## src/rtl/invaders_pkg.sv

```systemverilog
// Shared constants and types for the enemy grid and its schedulers.
// Cell index is row*8+col over a 3x8 grid.
package invaders_pkg;

   localparam int N_COLS     = 8;
   localparam int N_ROWS     = 3;
   localparam int N_ENEMIES  = N_ROWS * N_COLS;
   localparam int ENEMY_ID_W = 6;

   typedef enum logic [1:0] {
      COOLDOWN,
      PICK,
      SCAN,
      ARM
   } state_t;

   function automatic logic [ENEMY_ID_W-1:0] cell_idx(
      input logic [1:0] row,
      input logic [2:0] col
   );
      return {1'b0, row, 3'b000} + {3'b000, col};
   endfunction

endpackage

```

## src/rtl/lfsr16.sv

```systemverilog
// 16-bit Fibonacci LFSR, taps 16,14,13,11; steps every clock.
// Seed must be non-zero or the register locks at zero.
module lfsr16 (
   input  logic        clk,
   input  logic        reset,
   input  logic [15:0] seed,
   output logic [15:0] q
);

   logic fb;

   assign fb = q[15] ^ q[13] ^ q[12] ^ q[10];

   always_ff @(posedge clk) begin
      if (reset) q <= seed;
      else       q <= {q[14:0], fb};
   end

endmodule

```

## src/rtl/enemy_fire_scheduler.sv

```systemverilog
// Chooses which live enemy fires next: random column, bottom-most live
// enemy in it, then waits for the enemy munition before pulsing fire.
module enemy_fire_scheduler
   import invaders_pkg::*;
#(
   parameter int          COOLDOWN_CYC = 50_000_000,
   parameter logic [15:0] LFSR_SEED    = 16'hACE1
) (
   input  logic                  clk,
   input  logic                  reset,
   input  logic                  enable,
   input  logic [N_ENEMIES-1:0]  vivo_inimigo,
   input  logic                  municao_livre,
   output logic                  fire,
   output logic [ENEMY_ID_W-1:0] ID_enemy_tiro,
   output logic                  busy
);

   localparam int CNT_W = $clog2(COOLDOWN_CYC + 1);
   localparam logic [CNT_W-1:0] CNT_MAX = CNT_W'(COOLDOWN_CYC);

   state_t                  state_q, state_d;
   logic [CNT_W-1:0]        cnt_q, cnt_d;
   logic [2:0]              col_q, col_d;
   logic [1:0]              row_q, row_d;
   logic [3:0]              tries_q, tries_d;
   logic [ENEMY_ID_W-1:0]   id_d;
   logic                    fire_d;
   logic [ENEMY_ID_W-1:0]   scan_idx;
   logic [15:0]             lfsr_q;
   logic                    lfsr_unused;

   lfsr16 u_lfsr (
      .clk   (clk),
      .reset (reset),
      .seed  (LFSR_SEED),
      .q     (lfsr_q)
   );

   assign lfsr_unused = ^lfsr_q[15:3];
   assign scan_idx    = cell_idx(row_q, col_q);
   assign busy        = (state_q != COOLDOWN);

   always_comb begin
      state_d = state_q;
      cnt_d   = cnt_q;
      col_d   = col_q;
      row_d   = row_q;
      tries_d = tries_q;
      id_d    = ID_enemy_tiro;
      fire_d  = 1'b0;
      if (!enable) begin
         state_d = COOLDOWN;
         cnt_d   = CNT_MAX;
      end else begin
         unique case (state_q)
            COOLDOWN: begin
               if (cnt_q != '0) cnt_d = cnt_q - 1'b1;
               else             state_d = PICK;
            end
            PICK: begin
               if (vivo_inimigo == '0) begin
                  cnt_d   = CNT_MAX;
                  state_d = COOLDOWN;
               end else begin
                  col_d   = lfsr_q[2:0];
                  row_d   = 2'd2;
                  tries_d = '0;
                  state_d = SCAN;
               end
            end
            SCAN: begin
               if (vivo_inimigo[scan_idx[4:0]]) begin
                  id_d    = scan_idx;
                  state_d = ARM;
               end else if (row_q != 2'd0) begin
                  row_d = row_q - 1'b1;
               end else begin
                  col_d   = col_q + 1'b1;
                  row_d   = 2'd2;
                  tries_d = tries_q + 1'b1;
                  // every column visited: mask emptied under us
                  if (tries_q == 4'd7) begin
                     cnt_d   = CNT_MAX;
                     state_d = COOLDOWN;
                  end
               end
            end
            ARM: begin
               if (!vivo_inimigo[ID_enemy_tiro[4:0]]) begin
                  state_d = PICK;
               end else if (municao_livre) begin
                  fire_d  = 1'b1;
                  cnt_d   = CNT_MAX;
                  state_d = COOLDOWN;
               end
            end
            default: state_d = COOLDOWN;
         endcase
      end
   end

   always_ff @(posedge clk) begin
      if (reset) begin
         state_q       <= COOLDOWN;
         cnt_q         <= CNT_MAX;
         col_q         <= '0;
         row_q         <= '0;
         tries_q       <= '0;
         ID_enemy_tiro <= '0;
         fire          <= 1'b0;
      end else begin
         state_q       <= state_d;
         cnt_q         <= cnt_d;
         col_q         <= col_d;
         row_q         <= row_d;
         tries_q       <= tries_d;
         ID_enemy_tiro <= id_d;
         fire          <= fire_d;
      end
   end

endmodule

```

## config.mk

```make
export PLATFORM = sky130hd
export DESIGN_NAME = enemy_fire_scheduler
export DESIGN_NICKNAME = d
export VERILOG_FILES = /design/src/rtl/invaders_pkg.sv /design/src/rtl/lfsr16.sv /design/src/rtl/enemy_fire_scheduler.sv
export SDC_FILE = /design/constraint.sdc
export NUM_CORES = 1
export LEC_CHECK = 0
export BUFFER_PORTS_ARGS = -buffer_cell sky130_fd_sc_hd__buf_2
export CORE_ASPECT_RATIO = 0.75
export CORE_MARGIN = 2
export CORE_UTILIZATION = 59
export DETAILED_ROUTE_END_ITERATION = 8
export GPL_TIMING_DRIVEN = 0
export PLACE_DENSITY = 0.8
export SETUP_SLACK_MARGIN = 0.3
export SLEW_MARGIN = 20
export SYNTH_ARGS = -nofsm -noshare
export SYNTH_HDL_FRONTEND = slang
export SYNTH_SLANG_ARGS = --single-unit
```

## constraint.sdc

```tcl
create_clock -name clk -period 2.8 [get_ports clk]
set_input_delay 0.28 -clock clk [delete_from_list [all_inputs] [get_ports clk]]
set_output_delay 0.28 -clock clk [all_outputs]
set_load 0.02 [all_outputs]
```

# --- After elaboration in Yosys (flattened, before gate mapping) ---
# Cells that the tools add are included.
word_totals:
  input_bits: 28
  word_cells: 83
  ff_bits: 60
  out_inout_bits: 8
op_classes:
  bitwise: 6
  eq_ne: 16
  mux: 33
  addsub: 5
  n_lt_le_gt_ge: 2
  reduce_logical: 13
op_table:
  columns: ["cell", "n"]
  rows:
  - ["$mux W26", 7]
  - ["$pmux W26 S4", 1]
  - ["$reduce_bool A26 Y1", 1]
  - ["$sub A26 B1 Y26 const B", 1]
  - ["$logic_not A24 Y1", 1]
  - ["$mux W2", 10]
  - ["$ne A2 B2 Y1 const B", 9]
  - ["$lt A5 B6 Y1 const B", 2]
  - ["$mux W4", 3]
  - ["$bmux W1 S5", 2]
  - ["$mux W3", 3]
  - ["$ne A3 B3 Y1 const B", 3]
  - ["$pmux W2 S4", 1]
  - ["$pmux W4 S2", 1]
  - ["$reduce_and A4 Y1", 2]
  - ["$reduce_and A7 Y1", 1]
  - ["$add A5 B3 Y6", 1]
  - ["$pmux W3 S2", 1]
  - ["$reduce_bool A2 Y1", 3]
  - ["$reduce_and A5 Y1", 1]
  - ["$add A4 B1 Y4 const B", 1]
  - ["$eq A2 B2 Y1 const B", 2]
  - ["$eq A4 B3 Y1 const B", 1]
  - ["$pmux W2 S2", 1]
  - ["other kinds (10)", 16]

# --- Longest topological paths before layout ---
logic_depth:
  depth_word: 5
  depth_mapped: 10
  mapped_depth_nobuf: 8

# --- By module ---
# From an unflattened synthesis, not the netlist that was laid out.
unflattened:
  hier_cells: 408
  hier_area_um2: 3545.9
modules_own_cells:
  columns: ["mod", "instances", "cells_each", "area_each_um2"]
  rows:
  - ["enemy_fire_scheduler", 1, 370, 2960.3]
  - ["lfsr16", 1, 38, 585.6]

# --- Worst setup path after synthesis ---
# OpenSTA, ideal clock, no wires.
synth_path:
  path_type: "register to register"
  startpoint: "register ID_enemy_tiro[0]"
  endpoint: "register cnt_q[23]"
  synth_period_minus_slack_ns: 2.462
  required_ns: 2.678
  setup_ns: 0.122
  slack_ns: 0.338
  path_stages_with_launch: 8
  arrival_time_ns: 2.340
  path_cell_list: "dfxtp_1 -> clkbuf_1 -> mux4_2 -> a221oi_1 -> o211a_1 -> nor3_2 -> buf_6 -> a221o_1"
synth_between:
  elab_chain_len: 4
synth_rtl:
  columns: ["item", "line", "text"]
  rows:
  - ["start, declared", "enemy_fire_scheduler.sv:15", "output logic [ENEMY_ID_W-1:0] ID_enemy_tiro,"]
  - ["start signal, assigned", "enemy_fire_scheduler.sv:118", "ID_enemy_tiro <= id_d;"]
  - ["$bmux W1 S5", "enemy_fire_scheduler.sv:90", "if (!vivo_inimigo[ID_enemy_tiro[4:0]]) begin"]
  - ["$mux W1 (implied by the code)", "enemy_fire_scheduler.sv:90", null]
  - ["$ne A2 B2 Y1 (no line)", null, null]
  - ["$reduce_and A7 Y1 (no line)", null, null]
  - ["end signal, assigned", "enemy_fire_scheduler.sv:114", "cnt_q <= cnt_d;"]
  - ["end, declared", "enemy_fire_scheduler.sv:23", "logic [CNT_W-1:0] cnt_q, cnt_d;"]
# Every way passes these cells. The select of a mux whose other input is x is not followed.
# A chain may end at the register's enable or synchronous reset.

# --- Worst setup path after layout ---
layout_path:
  startpoint: "register col_q[0]"
  endpoint: "register cnt_q[18]"
layout_between:
  elab_chain_len: 5
layout_rtl:
  columns: ["item", "line", "text"]
  rows:
  - ["start, declared", "enemy_fire_scheduler.sv:24", "logic [2:0] col_q, col_d;"]
  - ["start signal, assigned", "enemy_fire_scheduler.sv:115", "col_q <= col_d;"]
  - ["$add A5 B3 Y6", "invaders_pkg.sv:21", "return {1'b0, row, 3'b000} + {3'b000, col};"]
  - ["$bmux W1 S5", "enemy_fire_scheduler.sv:73", "if (vivo_inimigo[scan_idx[4:0]]) begin"]
  - ["$mux W1 (implied by the code)", "enemy_fire_scheduler.sv:73", null]
  - ["$ne A2 B2 Y1 (no line)", null, null]
  - ["$reduce_and A7 Y1 (no line)", null, null]
# Every way passes these cells. The select of a mux whose other input is x is not followed.

==> impl_metrics.ini <==
[status]
status = finished clean

[clock_tree]
tritoncts = done
clk_pin_slew_worst_paths_ns = 0.07
cts-root-buf = clkbuf_8
clkLatencyLatePin_ns = 0.35
cts_hold_buf = 0
cts_sinks = 59
numCtsBuffers = 9
htree_levels = 3
clock_path_buffers = 2

[final_layout]
area_delta_synth_final_pct = 22.92
fin_util = 0.7612
fillCellCount = 365
layout.nets = 485
drive_above_1_share = 0.2801
final_cells = 532
antenna_cells = 0

[synth]
synth_area_sq_um = 3368
yosys.area.top_type_share = 0.3507
synth-seq-cells = 59
synth_edf_count = 0
syn-mean-instance-area_sq_um = 8.681
synth.most_common_cell = dfxtp_1
synth_top_area_cell = dfxtp_1
ys_async_sr_fraction = 0
synth_cell_types = 68
ys_seq_area_frac = 0.3507
mappedNetlistNets = 421
synth_common_cells = dfxtp_1 (59), nand2_1 (38), nor2_1 (30), o21ai_0 (18), nor3_1 (17)
synthCells = 388
ys_top_cells_by_area = dfxtp_1 (35%), mux4_2 (5.3%), mux2i_1 (4.5%)
ys.flop_type = dfxtp_1
synth_warnings = 0

[worst_setup_path]
start_kind = register
cp-end-kind = register
path_max_fanout = 10
critPathArrivalTime_ns = 2.72
path_class = reg2reg
worstPathRequired_ns = 3.02

[global_route]
overflow = 0
track_usage = 0.2960
grt_pass1_wl_microns = 14940
grt_antenna_before_repair = 0
grt_start_max_net_pins = 14
grt_pass1_vias = 3063

[power]
p_leak_nw = 1.508
combPwrFrac = 0.160
clockPowerShare = 0.363
max-vdd-ir-drop_mv = 0.3963
p_int_mw = 1.369
pwr-share-seq = 0.477
switchingPower_mw = 0.6423
power_density_nw_per_um2 = 485.7
p_sw_frac = 0.3194

[detailed_routing]
post_drt_wl_per_cell_microns = 18.61
drtIter0Drc = 496
totalWireLength_microns = 9903
drc = 0
vias = 3554
ant_nets = 0
first_pass_iters = 5
vias_per_cell = 6.680

[timing]
setup_viol = 0
finalMaxSlewViolations = 0
worst_hold_slack_ns = 0.1715
fin_crit_ns = 2.494
maxSlewHeadroom = 0.4859
max_freq_ghz = 0.4010
tightestPinTransition_ns = 0.7642
hold_viol_final = 0
skew_ns = 0.006479
grt_setup_unrepaired = true
fin_crit_sh = 0.8906

[floorplan]
num_rows = 23
die_x_microns = 91.25
start_util = 0.6193
ioPinCount = 36
die_y_microns = 69.44
core_area_sq_um = 5439
die_area_sq_um = 6336

[placement]
place_congestion = 0.9105
port_buffers = 33
dp_hpwl_microns = 6185
dp_cells = 496

[hold_path]
hp-class = in2reg

[job]
maxCapViolCount = 0
[power by group through the flow]
stage	clock network [mW]	registers, mW	logic (mW)
2_1_floorplan	0	0.954	0.207
3_3_place_gp	0	0.966	0.270
3_5_place_dp	0	0.969	0.277
4_1_cts	0.746	0.952	0.291
5_1_grt	0.776	0.966	0.351
6_report	0.730	0.958	0.322
[worst max-delay path: stages, from the launching register on]
cell       delay, ns
dfxtp_4         0.38
buf_6           0.16
mux4_2          0.55
o2111ai_4       0.30
a31oi_4         0.19
nor3_4          0.36
buf_6           0.18
buf_4           0.15
o211ai_1        0.11
[cell families after synthesis]
kind of cell	share of synthesized area
fa+ha+maj	0.01857
flops	0.3507
mux	0.1048
simple gates	0.2697
compound gates	0.2002
buf+inv	0.04457
xor+xnor	0.01040
other cells	0.001113
[area by class of cell]
class	count	area, sq um	share of cell area
plain buffers	23	150.1	0.03626
clock buffers	9	123.9	0.02992
clock inverters	7	58.81	0.01420
inverters	12	45.04	0.01088
multi-input cells	294	2151	0.5195
flip-flops and latches	59	1195	0.2886
well taps	75	93.84	0.02267
repair buffers	53	322.8	0.07797
[path summary, 6_finish.rpt]
check / end / cells after the start / start / slack, ns
hold reg to reg: u_lfsr.q[15] / 1 / u_lfsr.q[14] / 0.42
setup reg to reg: cnt_q[18] / 8 / col_q[0] / 0.31
hold / removal: fire / 3 / municao_livre / 0.17
setup / recovery: cnt_q[18] / 8 / col_q[0] / 0.31
[placed cells by master (no fill, tap or decap), types with 10 or more instances in the layout]
cell / n
dfxtp_1: 54
nand2_1: 38
buf_2: 33
nor2_1: 29
buf_4: 23
nor3_1: 16
mux2i_1: 15
o21ai_0: 15
a21oi_1: 13
nor2b_1: 12
inv_1: 11
clkbuf_1: 11
clkbuf_8: 11
or2_2: 10
[through the flow]
step | setup slack [ns] | TNS [ns] | power, mW | instance area [sq um]
floorplan | 0.3382 | 0 | 1.161 | 3368
finish | 0.3063 | 0 | 2.011 | 4140
global placement | 0.01424 | 0 | 1.236 | 3627
global route | 0.1896 | 0 | 2.093 | 4140
detailed placement | -0.02152 | -0.05720 | 1.246 | 3627
CTS | 0.3005 | 0 | 1.988 | 4009
[registers in the layout, summed over array words and instances (netlist names)]
signal,cells
row_q,2
ID_enemy_tiro,5
fire,1
col_q,3
state_q,2
u_lfsr.q,16
cnt_q,26
tries_q,4
[layer usage]
layer | part of all wire | wire length (microns) | vias up | GRT usage
met5 | 0 | 0 | - | 0
met4 | 0.019 | 184 | 0 | 0.1195
met2 | 0.44 | 4381 | 263 | 0.4313
met3 | 0.11 | 1132 | 30 | 0.06739
li1 | - | - | 1600 | -
met1 | 0.42 | 4204 | 1661 | 0.4249
[repair_timing]
item                       in CTS  in global routing
hold endpoints to repair        0                  0
setup endpoints to repair      29                 34
pin swaps                       9                 10
resized for setup              27                 28
gates cloned                    0                  0
setup buffers                  14                  6
No activity file was read; power rests on OpenSTA's default activity.
